===== src/rtl/tt_au_booth_divider_hhrb98_if.sv =====
// ---------------------------------------------------------------------------
// tt_au_booth_divider_hhrb98_if
// Bundles the TinyTapeout tile pins of the signed 8-bit divider.
//   ena     : tile enable (0 freezes the tile)
//   ui_in   : operand data bus, two's complement
//   uio_in  : [1:0] cmd, [2] rsel, [7:3] unused
//   uo_out  : quotient (rsel=0) or remainder (rsel=1)
//   uio_out : [7] busy, [6] done, [5] dbz, [4] ovf, [3:0] zero
//   uio_oe  : output enables, constant 8'hF0
// master = the side driving the tile inputs, slave = the divider itself.
// ---------------------------------------------------------------------------
interface tt_au_booth_divider_hhrb98_if;
  logic       ena;
  logic [7:0] ui_in;
  logic [7:0] uio_in;
  logic [7:0] uo_out;
  logic [7:0] uio_out;
  logic [7:0] uio_oe;

  modport master (
    output ena, ui_in, uio_in,
    input  uo_out, uio_out, uio_oe
  );

  modport slave (
    input  ena, ui_in, uio_in,
    output uo_out, uio_out, uio_oe
  );
endinterface


===== src/rtl/tt_au_booth_divider_hhrb98.sv =====
// ---------------------------------------------------------------------------
// tt_au_booth_divider_hhrb98
// Iterative signed 8-bit divider (restoring, one quotient bit per cycle).
// Ports:
//   clk   : system clock, rising edge
//   rst_n : asynchronous active-low reset
//   bus   : tile pins (ena, ui_in, uio_in, uo_out, uio_out, uio_oe)
// Commands on uio_in[1:0]: 00 nop, 01 load dividend, 10 load divisor,
// 11 start (rising edge of the command only). Quotient truncates toward
// zero, remainder takes the dividend's sign.
// ---------------------------------------------------------------------------
module tt_au_booth_divider_hhrb98 (
  input  logic                              clk,
  input  logic                              rst_n,
  tt_au_booth_divider_hhrb98_if.slave       bus
);

  typedef enum logic [1:0] {
    S_IDLE = 2'd0,
    S_CALC = 2'd1,
    S_FIX  = 2'd2,
    S_DONE = 2'd3
  } state_t;

  localparam logic [1:0] CMD_LOAD_A = 2'b01;
  localparam logic [1:0] CMD_LOAD_B = 2'b10;
  localparam logic [1:0] CMD_START  = 2'b11;

  state_t             r_state;
  state_t             w_next;

  logic signed [7:0]  r_a;
  logic signed [7:0]  r_b;
  logic [7:0]         r_q;
  logic [7:0]         r_r;
  logic [7:0]         r_mag_a;     // dividend magnitude, shifted out MSB first
  logic [7:0]         r_mag_b;
  logic [7:0]         r_part;      // partial remainder
  logic [7:0]         r_mag_q;
  logic [3:0]         r_cnt;
  logic [1:0]         r_prev_cmd;
  logic               r_sign_q;
  logic               r_sign_r;
  logic               r_dbz;
  logic               r_ovf;

  logic [1:0]         w_cmd;
  logic               w_rsel;
  logic               w_accept;
  logic               w_start;
  logic               w_b_zero;
  logic [8:0]         w_shift;
  logic [9:0]         w_trial;
  logic               w_qbit;
  logic               w_busy;
  logic               w_done;
  logic               w_unused_bits;

  function automatic logic [7:0] neg8(input logic [7:0] v);
    return ~v + 8'd1;
  endfunction

  // |-128| comes out as 8'h80, i.e. 128 read as unsigned.
  function automatic logic [7:0] abs8(input logic signed [7:0] v);
    return v[7] ? neg8(v) : v;
  endfunction

  assign w_cmd         = bus.uio_in[1:0];
  assign w_rsel        = bus.uio_in[2];
  assign w_unused_bits = ^bus.uio_in[7:3];

  assign w_accept = (r_state == S_IDLE) || (r_state == S_DONE);
  assign w_start  = bus.ena && w_accept && (w_cmd == CMD_START) &&
                    (r_prev_cmd != CMD_START);
  assign w_b_zero = (r_b == 8'sd0);

  // Partial remainder is always below |B| <= 128, so the shifted value fits
  // in 9 bits; a 10-bit subtraction exposes the borrow in bit 9.
  assign w_shift = {r_part, r_mag_a[7]};
  assign w_trial = {1'b0, w_shift} - {2'b00, r_mag_b};
  assign w_qbit  = ~w_trial[9];

  // ---- state register ----
  always_ff @(posedge clk or negedge rst_n) begin
    if (!rst_n) begin
      r_state <= S_IDLE;
    end else if (bus.ena) begin
      r_state <= w_next;
    end
  end

  // ---- next-state logic ----
  always_comb begin
    w_next = r_state;
    case (r_state)
      S_IDLE, S_DONE: if (w_start) w_next = w_b_zero ? S_DONE : S_CALC;
      // Counter values 0..7 are the eight division steps; the beat at 8 is a
      // spare cycle that gives the tile its fixed 10-edge start-to-done time.
      S_CALC:         if (r_cnt == 4'd8) w_next = S_FIX;
      S_FIX:          w_next = S_DONE;
      default:        w_next = S_IDLE;
    endcase
  end

  // ---- outputs ----
  always_comb begin
    w_busy      = (r_state == S_CALC) || (r_state == S_FIX);
    w_done      = (r_state == S_DONE);
    bus.uo_out  = w_rsel ? r_r : r_q;
    bus.uio_out = {w_busy, w_done, r_dbz, r_ovf, 4'b0000};
    bus.uio_oe  = 8'hF0;
  end

  // ---- datapath ----
  always_ff @(posedge clk or negedge rst_n) begin
    if (!rst_n) begin
      r_a        <= '0;
      r_b        <= '0;
      r_q        <= '0;
      r_r        <= '0;
      r_mag_a    <= '0;
      r_mag_b    <= '0;
      r_part     <= '0;
      r_mag_q    <= '0;
      r_cnt      <= '0;
      r_prev_cmd <= '0;
      r_sign_q   <= 1'b0;
      r_sign_r   <= 1'b0;
      r_dbz      <= 1'b0;
      r_ovf      <= 1'b0;
    end else if (bus.ena) begin
      r_prev_cmd <= w_cmd;
      case (r_state)
        S_IDLE, S_DONE: begin
          if (w_cmd == CMD_LOAD_A) r_a <= bus.ui_in;
          if (w_cmd == CMD_LOAD_B) r_b <= bus.ui_in;
          if (w_start) begin
            r_dbz <= 1'b0;
            r_ovf <= 1'b0;
            if (w_b_zero) begin
              r_q   <= 8'hFF;
              r_r   <= r_a;
              r_dbz <= 1'b1;
            end else begin
              r_mag_a  <= abs8(r_a);
              r_mag_b  <= abs8(r_b);
              r_part   <= '0;
              r_mag_q  <= '0;
              r_cnt    <= '0;
              r_sign_q <= r_a[7] ^ r_b[7];
              r_sign_r <= r_a[7];
            end
          end
        end
        S_CALC: begin
          if (r_cnt != 4'd8) begin
            r_part  <= w_qbit ? w_trial[7:0] : w_shift[7:0];
            r_mag_q <= {r_mag_q[6:0], w_qbit};
            r_mag_a <= {r_mag_a[6:0], 1'b0};
            r_cnt   <= r_cnt + 4'd1;
          end
        end
        S_FIX: begin
          // -128 / -1 gives magnitude 128, which lands on 8'h80 naturally.
          r_q   <= r_sign_q ? neg8(r_mag_q) : r_mag_q;
          r_r   <= r_sign_r ? neg8(r_part) : r_part;
          r_ovf <= (r_a == 8'sh80) && (r_b == 8'shFF);
        end
        default: ;
      endcase
    end
  end

endmodule


===== src/flat_wrapper.sv =====
// flat-port wrapper written by rule: the top's interface ports become plain ports
module tt_au_booth_divider_hhrb98_flat 
  (clk, rst_n, bus_ena, bus_ui_in, bus_uio_in, bus_uo_out, bus_uio_out, bus_uio_oe);
  tt_au_booth_divider_hhrb98_if bus_i ();
  input  logic clk;
  input  logic rst_n;
  input wire logic [$bits(bus_i.ena)-1:0] bus_ena;
  input wire logic [$bits(bus_i.ui_in)-1:0] bus_ui_in;
  input wire logic [$bits(bus_i.uio_in)-1:0] bus_uio_in;
  output wire logic [$bits(bus_i.uo_out)-1:0] bus_uo_out;
  output wire logic [$bits(bus_i.uio_out)-1:0] bus_uio_out;
  output wire logic [$bits(bus_i.uio_oe)-1:0] bus_uio_oe;
  assign bus_i.ena = bus_ena;
  assign bus_i.ui_in = bus_ui_in;
  assign bus_i.uio_in = bus_uio_in;
  assign bus_uo_out = bus_i.uo_out;
  assign bus_uio_out = bus_i.uio_out;
  assign bus_uio_oe = bus_i.uio_oe;
  tt_au_booth_divider_hhrb98 u_core (.clk(clk), .rst_n(rst_n), .bus(bus_i));
endmodule

===== config.mk =====
export PLATFORM = sky130hd
export DESIGN_NAME = tt_au_booth_divider_hhrb98_flat
export DESIGN_NICKNAME = d
export VERILOG_FILES = /design/src/rtl/tt_au_booth_divider_hhrb98_if.sv /design/src/rtl/tt_au_booth_divider_hhrb98.sv /design/src/flat_wrapper.sv
export SDC_FILE = /design/constraint.sdc
export NUM_CORES = 1
export LEC_CHECK = 0
export ABC_CLOCK_PERIOD_IN_PS = 2400
export BUFFER_PORTS_ARGS = -buffer_cell sky130_fd_sc_hd__buf_2
export CAP_MARGIN = 40
export CELL_PAD_IN_SITES_DETAIL_PLACEMENT = 2
export CELL_PAD_IN_SITES_GLOBAL_PLACEMENT = 2
export CORE_MARGIN = 2
export CORE_UTILIZATION = 38
export DETAILED_ROUTE_END_ITERATION = 10
export PLACE_DENSITY_LB_ADDON = 0.1
export SLEW_MARGIN = 20
export SYNTH_ARGS = -nofsm -noshare
export SYNTH_HDL_FRONTEND = slang
export SYNTH_SLANG_ARGS = --single-unit

===== constraint.sdc =====
create_clock -name clk -period 2.4 [get_ports clk]
set_input_delay 0.36 -clock clk [delete_from_list [all_inputs] [get_ports clk]]
set_output_delay 0.36 -clock clk [all_outputs]
set_load 0.01 [all_outputs]

Word level (Yosys, flattened, before mapping)
Cells that the tools add are included.
- output and inout port bits: 24
- register bits after elaboration: 76
- word-level logic and storage cells: 96
- bits of input ports: 19
- reductions and logical operators: 19
- mux-type cells: 33
- equality and inequality tests: 16
- add/sub/neg operators: 6
- bitwise operators: 7
- operators with widths (operator ; number):
    $mux 8 ; 17
    $pmux 8 s2 ; 5
    $add 8x1->8 const B ; 4
    $not 8->8 ; 4
    $reduce_and 3->1 ; 5
    $mux 4 ; 3
    $sub 9x8->10 ; 1
    $eq 2x2->1 const B ; 4
    $eq 8x1->1 const B ; 1
    $eq 8x8->1 const B ; 1
    $logic_not 8->1 ; 1
    $pmux 4 s2 ; 1
    $reduce_and 4->1 ; 2
    $mux 2 ; 3
    $ne 2x1->1 const B ; 3
    $ne 2x2->1 const B ; 3
    $pmux 2 s3 ; 1
    $reduce_and 5->1 ; 1
    $add 4x1->4 const B ; 1
    $eq 2x1->1 const B ; 2
    $eq 4x4->1 const B ; 1
    $logic_and 1x1->1 ; 4
    $ne 4x4->1 const B ; 1
    $reduce_bool 2->1 ; 2
    other kinds (7) ; 10

Depth between registers and ports, before layout
- depth in word-level cells: 7
- depth in mapped cells: 10
- mapped depth without buffers: 9

Least setup slack after synthesis
Ideal clock, no wire load.
- path kind: flip-flop to flip-flop
- start: reg u_core.r_state[0]
- end: reg u_core.r_part[6]
- buffers on the path: 3
- clock period less this slack: 2.121 ns
- path slack: 0.279 ns
- arrival time: 1.992 ns
- cell stages (with the launch flop): 11
- setup time: 0.129 ns
- data required time: 2.271 ns
- path through: dfrtp_1 -> inv_1 -> ha_1 -> buf_4 -> and2b_1 -> a31oi_4 -> a221o_1 -> buf_2 -> buf_2 -> a32oi_1 -> o31ai_1
- longest elaborated chain between the ends: 7
- elaborated cells on any way between the ends: 14
- classes of those cells: eq/ne: 5; mux: 1; reduce/logical: 8
- RTL lines (item ; RTL line ; text):
    from (decl) ; tt_au_booth_divider_hhrb98.sv:29 ; state_t r_state;
    from (signal assigned) ; tt_au_booth_divider_hhrb98.sv:88 ; r_state <= w_next;
    $eq 2x2->1 / $logic_not 2->1 (equally long branches) ; tt_au_booth_divider_hhrb98.sv:72, tt_au_booth_divider_hhrb98.sv:133 ;
    $logic_or 1x1->1 ; tt_au_booth_divider_hhrb98.sv:72 ; assign w_accept = (r_state == S_IDLE) || (r_state == S_DONE);
    $logic_and 1x1->1 (3 in series) ; tt_au_booth_divider_hhrb98.sv:73 ; assign w_start = bus.ena && w_accept && (w_cmd == CMD_START) &&
    $ne 2x1->1 (no source line) ; -- ;
    $reduce_and 5->1 (no source line) ; -- ;
    to (signal assigned) ; tt_au_booth_divider_hhrb98.sv:157 ; r_part <= w_qbit ? w_trial[7:0] : w_shift[7:0];
    to (decl) ; tt_au_booth_divider_hhrb98.sv:38 ; logic [7:0] r_part;
Parallel ways exist; a longest one is shown, timed or not.
A chain may end at the register's enable or synchronous reset.

Worst setup path in the final report
- start: reg u_core.r_b[1]
- end: reg u_core.r_cnt[3]
- longest elaborated chain between the ends: 3
- RTL lines (item ; RTL line ; text):
    from (decl) ; tt_au_booth_divider_hhrb98.sv:33 ; logic signed [7:0] r_b;
    from (signal assigned) ; tt_au_booth_divider_hhrb98.sv:136 ; if (w_cmd == CMD_LOAD_B) r_b <= bus.ui_in;
    $logic_not 8->1 ; tt_au_booth_divider_hhrb98.sv:75 ; assign w_b_zero = (r_b == 8'sd0);
    $ne 2x2->1 (no source line) ; -- ;
    $reduce_and 5->1 (no source line) ; -- ;
    to (signal assigned) ; tt_au_booth_divider_hhrb98.sv:160 ; r_cnt <= r_cnt + 4'd1;
    to (decl) ; tt_au_booth_divider_hhrb98.sv:40 ; logic [3:0] r_cnt;
Every way passes these cells.

==> metrics.md <==
| Metric | Value |
|---|---|
| Hpwl dp | `around 8.6 mm` |
| Type of element capturing the critical path | `flip-flop` |
| Clock Path Buffers | `2` |
| Die span in x | `112 um` |
| Most frequent cells in the layout | `dfrtp_1, nor2_1, mux2_2` |
| Final setup viols | `0` |
| Sequential share of the synthesized area | `0.426` |
| IO Port Bufs | `25` |
| Core Box Area | `about 11000 um2` |
| Top delay family on crit path | `simple AND/OR/NAND/NOR gates` |
| Largest net degree at the start of global routing | `44` |
| Synth area leaders | `dfrtp_1, mux2_2, ha_1` |
| Static Leak | `around 2.3 nW` |
| Latest clock arrival within the worst-skew pair | `around 0.34 ns` |
| Cell taking the most area after synthesis | `dfrtp_1` |
| Final Net Count | `roughly 510` |
| Synth top area share | `0.426` |
| Synth-to-Final Area Change | `14.2%` |
| Pre-Repair DR Iteration Count | `4` |
| Syn Area/Cell | `between 10 and 15 um2` |
| Inserted Diodes | `0` |
| CTS tree | `built` |
| Hold path startpoint | `bus_ui_in[4]` |
| I/O pin cnt | `43` |
| Initial Util | `0.390` |
| Final hold violation count | `0` |
| MaxCap Viol Count | `0` |
| Hold_buf cts | `1` |
| Seq cells post-synth | `between 70 and 80` |
| Buf/Inv on CP | `2` |
| Final Cycle Share | `0.949` |
| Congestion Overflow GR | `0` |
| Slowest CP cell | `dfrtp_1` |
| Fmax | `roughly 440 MHz` |
| Crit path arrival time | `2.54 ns` |
| Fin. max-slew vios | `0` |
| Status | `complete, no violations` |
| Synth unique cells | `56` |
| Finished Core Util | `0.445` |
| Die Y | `around 110 um` |
| RSZ-0062 raised after global routing | `false` |
| Routed WL per cell | `between 15 and 20 um` |
| Initial antenna violation count | `0` |
| Residual DRC count | `0` |
| GPL Wtd Cong | `0.740` |
| ANT nets after route | `0` |
| Post CTS Setup Buffer Count | `0` |
| Total GRT Usage | `0.202` |
| Async SR Flop Fraction | `1.00` |
| TNS Setup | `0 ns` |
| Clock Skew | `just over 0.006 ns` |
| Max H-tree Level | `3` |
| Total CTS buffers | `9` |
| # rows | `39` |
| Register area | `about 1900 um2` |
| CP max FO | `30` |
| Multi-input gate area | `roughly 2300 um2` |
| Final WL | `11.8 mm` |
| Class of the worst hold path | `in -> reg` |
| Yosys warns | `0` |
| Vias per inst | `around 5.4` |
| Post-synth EDFFs | `0` |
| Max VDD drop | `0.668 mV` |
| Startpoint types | `flip-flop` |
| RR Startpoint | `u_core.r_b[1]$_DFFE_PN0P_` |
| Clk slew on worst S/H paths | `roughly 0.060 ns` |
| Clock period minus worst slack | `about 2.3 ns` |
| CTS Sinks | `76` |
| Vias in the first global route | `roughly 3700` |
| Fin Hold WS | `~0.27 ns` |
| Total Die Area | `~13000 um2` |
| Power Density | `~1500 nW/um2` |
| CP Cell Sequence | `inv_1 -> ha_1 -> nor4b_2 -> and2_4 -> a221o_1 -> buf_12 -> or3_1 -> a21oi_1` |
| Crit path launch | `u_core.r_b[1]$_DFFE_PN0P_` |
| Setup WS post-layout | `0.123 ns` |
| Fill count | `about 1200` |
| Synth Cell Area | `approximately 4500 um2` |
| Cells after synthesis | `approximately 450` |
| CTS root buf | `clkbuf_16` |
| Largest stage delay, worst path | `just over 0.4 ns` |
| First-pass GRT wire length | `between 15 and 20 mm` |
| Placed cell area | `between 4000 and 5000 um2` |
| Vias | `between 3000 and 4000` |
| Crit Path Category | `reg -> reg` |
| Post-Layout Inst Area | `between 5000 and 6000 um2` |
| Post-Place Worst Slack | `between 0.1 and 0.15 ns` |
| Fraction of layout instances using a drive strength above 1 | `0.221` |
| Post-CTS sizing | `0` |
| Worst path required time | `between 2 and 3 ns` |
| Iter 0 DRT Violations | `94` |
| Dominant synthesized flop cell | `dfrtp_1` |
| Commonest non-fill, non-tap cell in the layout | `dfrtp_1` |
## power by group
| group | leakage, nW | total (W) | internal [W] | switching [W] |
|---|---|---|---|---|
| Combinational | 1.17 | 0.00362 | 0.00166 | 0.00196 |
| Sequential | 0.934 | 0.00238 | 0.00181 | 0.000567 |
| Clock | 0.149 | 0.00140 | 0.000859 | 0.000545 |
## final timing paths
path	endpoint	slack [ns]	cells past startpoint
min reg2reg	u_core.r_mag_b[7]$_DFFE_PN0P_	0.48	2
min	u_core.r_b[4]$_DFFE_PN0P_	0.27	2
max in group asynchronous	u_core.r_b[5]$_DFFE_PN0P_	1.27	3
max reg2reg	u_core.r_cnt[3]$_DFFE_PN0P_	0.12	8
max	u_core.r_cnt[3]$_DFFE_PN0P_	0.12	8
min in group asynchronous	u_core.r_part[7]$_DFFE_PN0P_	0.53	2
## flip-flops by register name, summed over array words and instances, names as in the netlist, 2 cells and up
| signal | flops |
|---|---|
| u_core.r_a | 8 |
| u_core.r_b | 8 |
| u_core.r_mag_a | 8 |
| u_core.r_mag_b | 8 |
| u_core.r_mag_q | 8 |
| u_core.r_part | 8 |
| u_core.r_q | 8 |
| u_core.r_r | 8 |
| u_core.r_cnt | 4 |
| u_core.r_prev_cmd | 2 |
| u_core.r_state | 2 |
## final cells by class
cell class | instances | share of cell area
Inverter | 26 | 0.0191
Sequential cell | 76 | 0.373
Clock inverter | 4 | 0.00932
Clock buffer | 12 | 0.0503
Multi-Input combinational cell | 316 | 0.447
Tap cell | 143 | 0.0351
Timing Repair Buffer | 46 | 0.0662
## cell usage after synthesis, drive strengths merged (7+ instances only)
cell / number
o21ai: 22
xor2: 12
nand3: 8
dfrtp: 76
nor3: 8
a221o: 8
buf: 32
nand2: 28
mux2: 34
mux2i: 8
xnor2: 15
o31ai: 7
nor2: 40
a22o: 7
a31oi: 10
inv: 26
a21oi: 24
ha: 19
## cell families (layout without fill, tap and decap cells)
logic type      Yosys count  count (layout)  synth area share
flops                    76              76             0.426
compound gates           96              96             0.152
mux                      42              42             0.104
xor+xnor                 27              27            0.0529
simple gates            119             119             0.132
other cells               2              12           0.00168
fa+ha+maj                20              20            0.0577
buf+inv                  64              88            0.0731
## metal layers
layer	up-vias	wire, um	global-route usage
li1	1612	-	-
met1	1681	5220	0.257
met2	47	6030	0.350
met3	16	356	0.0329
met4	0	181	0.0675
met5	-	0	0
## metrics by stage
stage               power (W)  instances
CTS                   0.00752        623
floorplan             0.00485        456
global route          0.00807        623
detailed placement    0.00604        606
global placement      0.00581        606
finish                0.00740        623
Note: power is estimated with default switching activity, not from simulation.
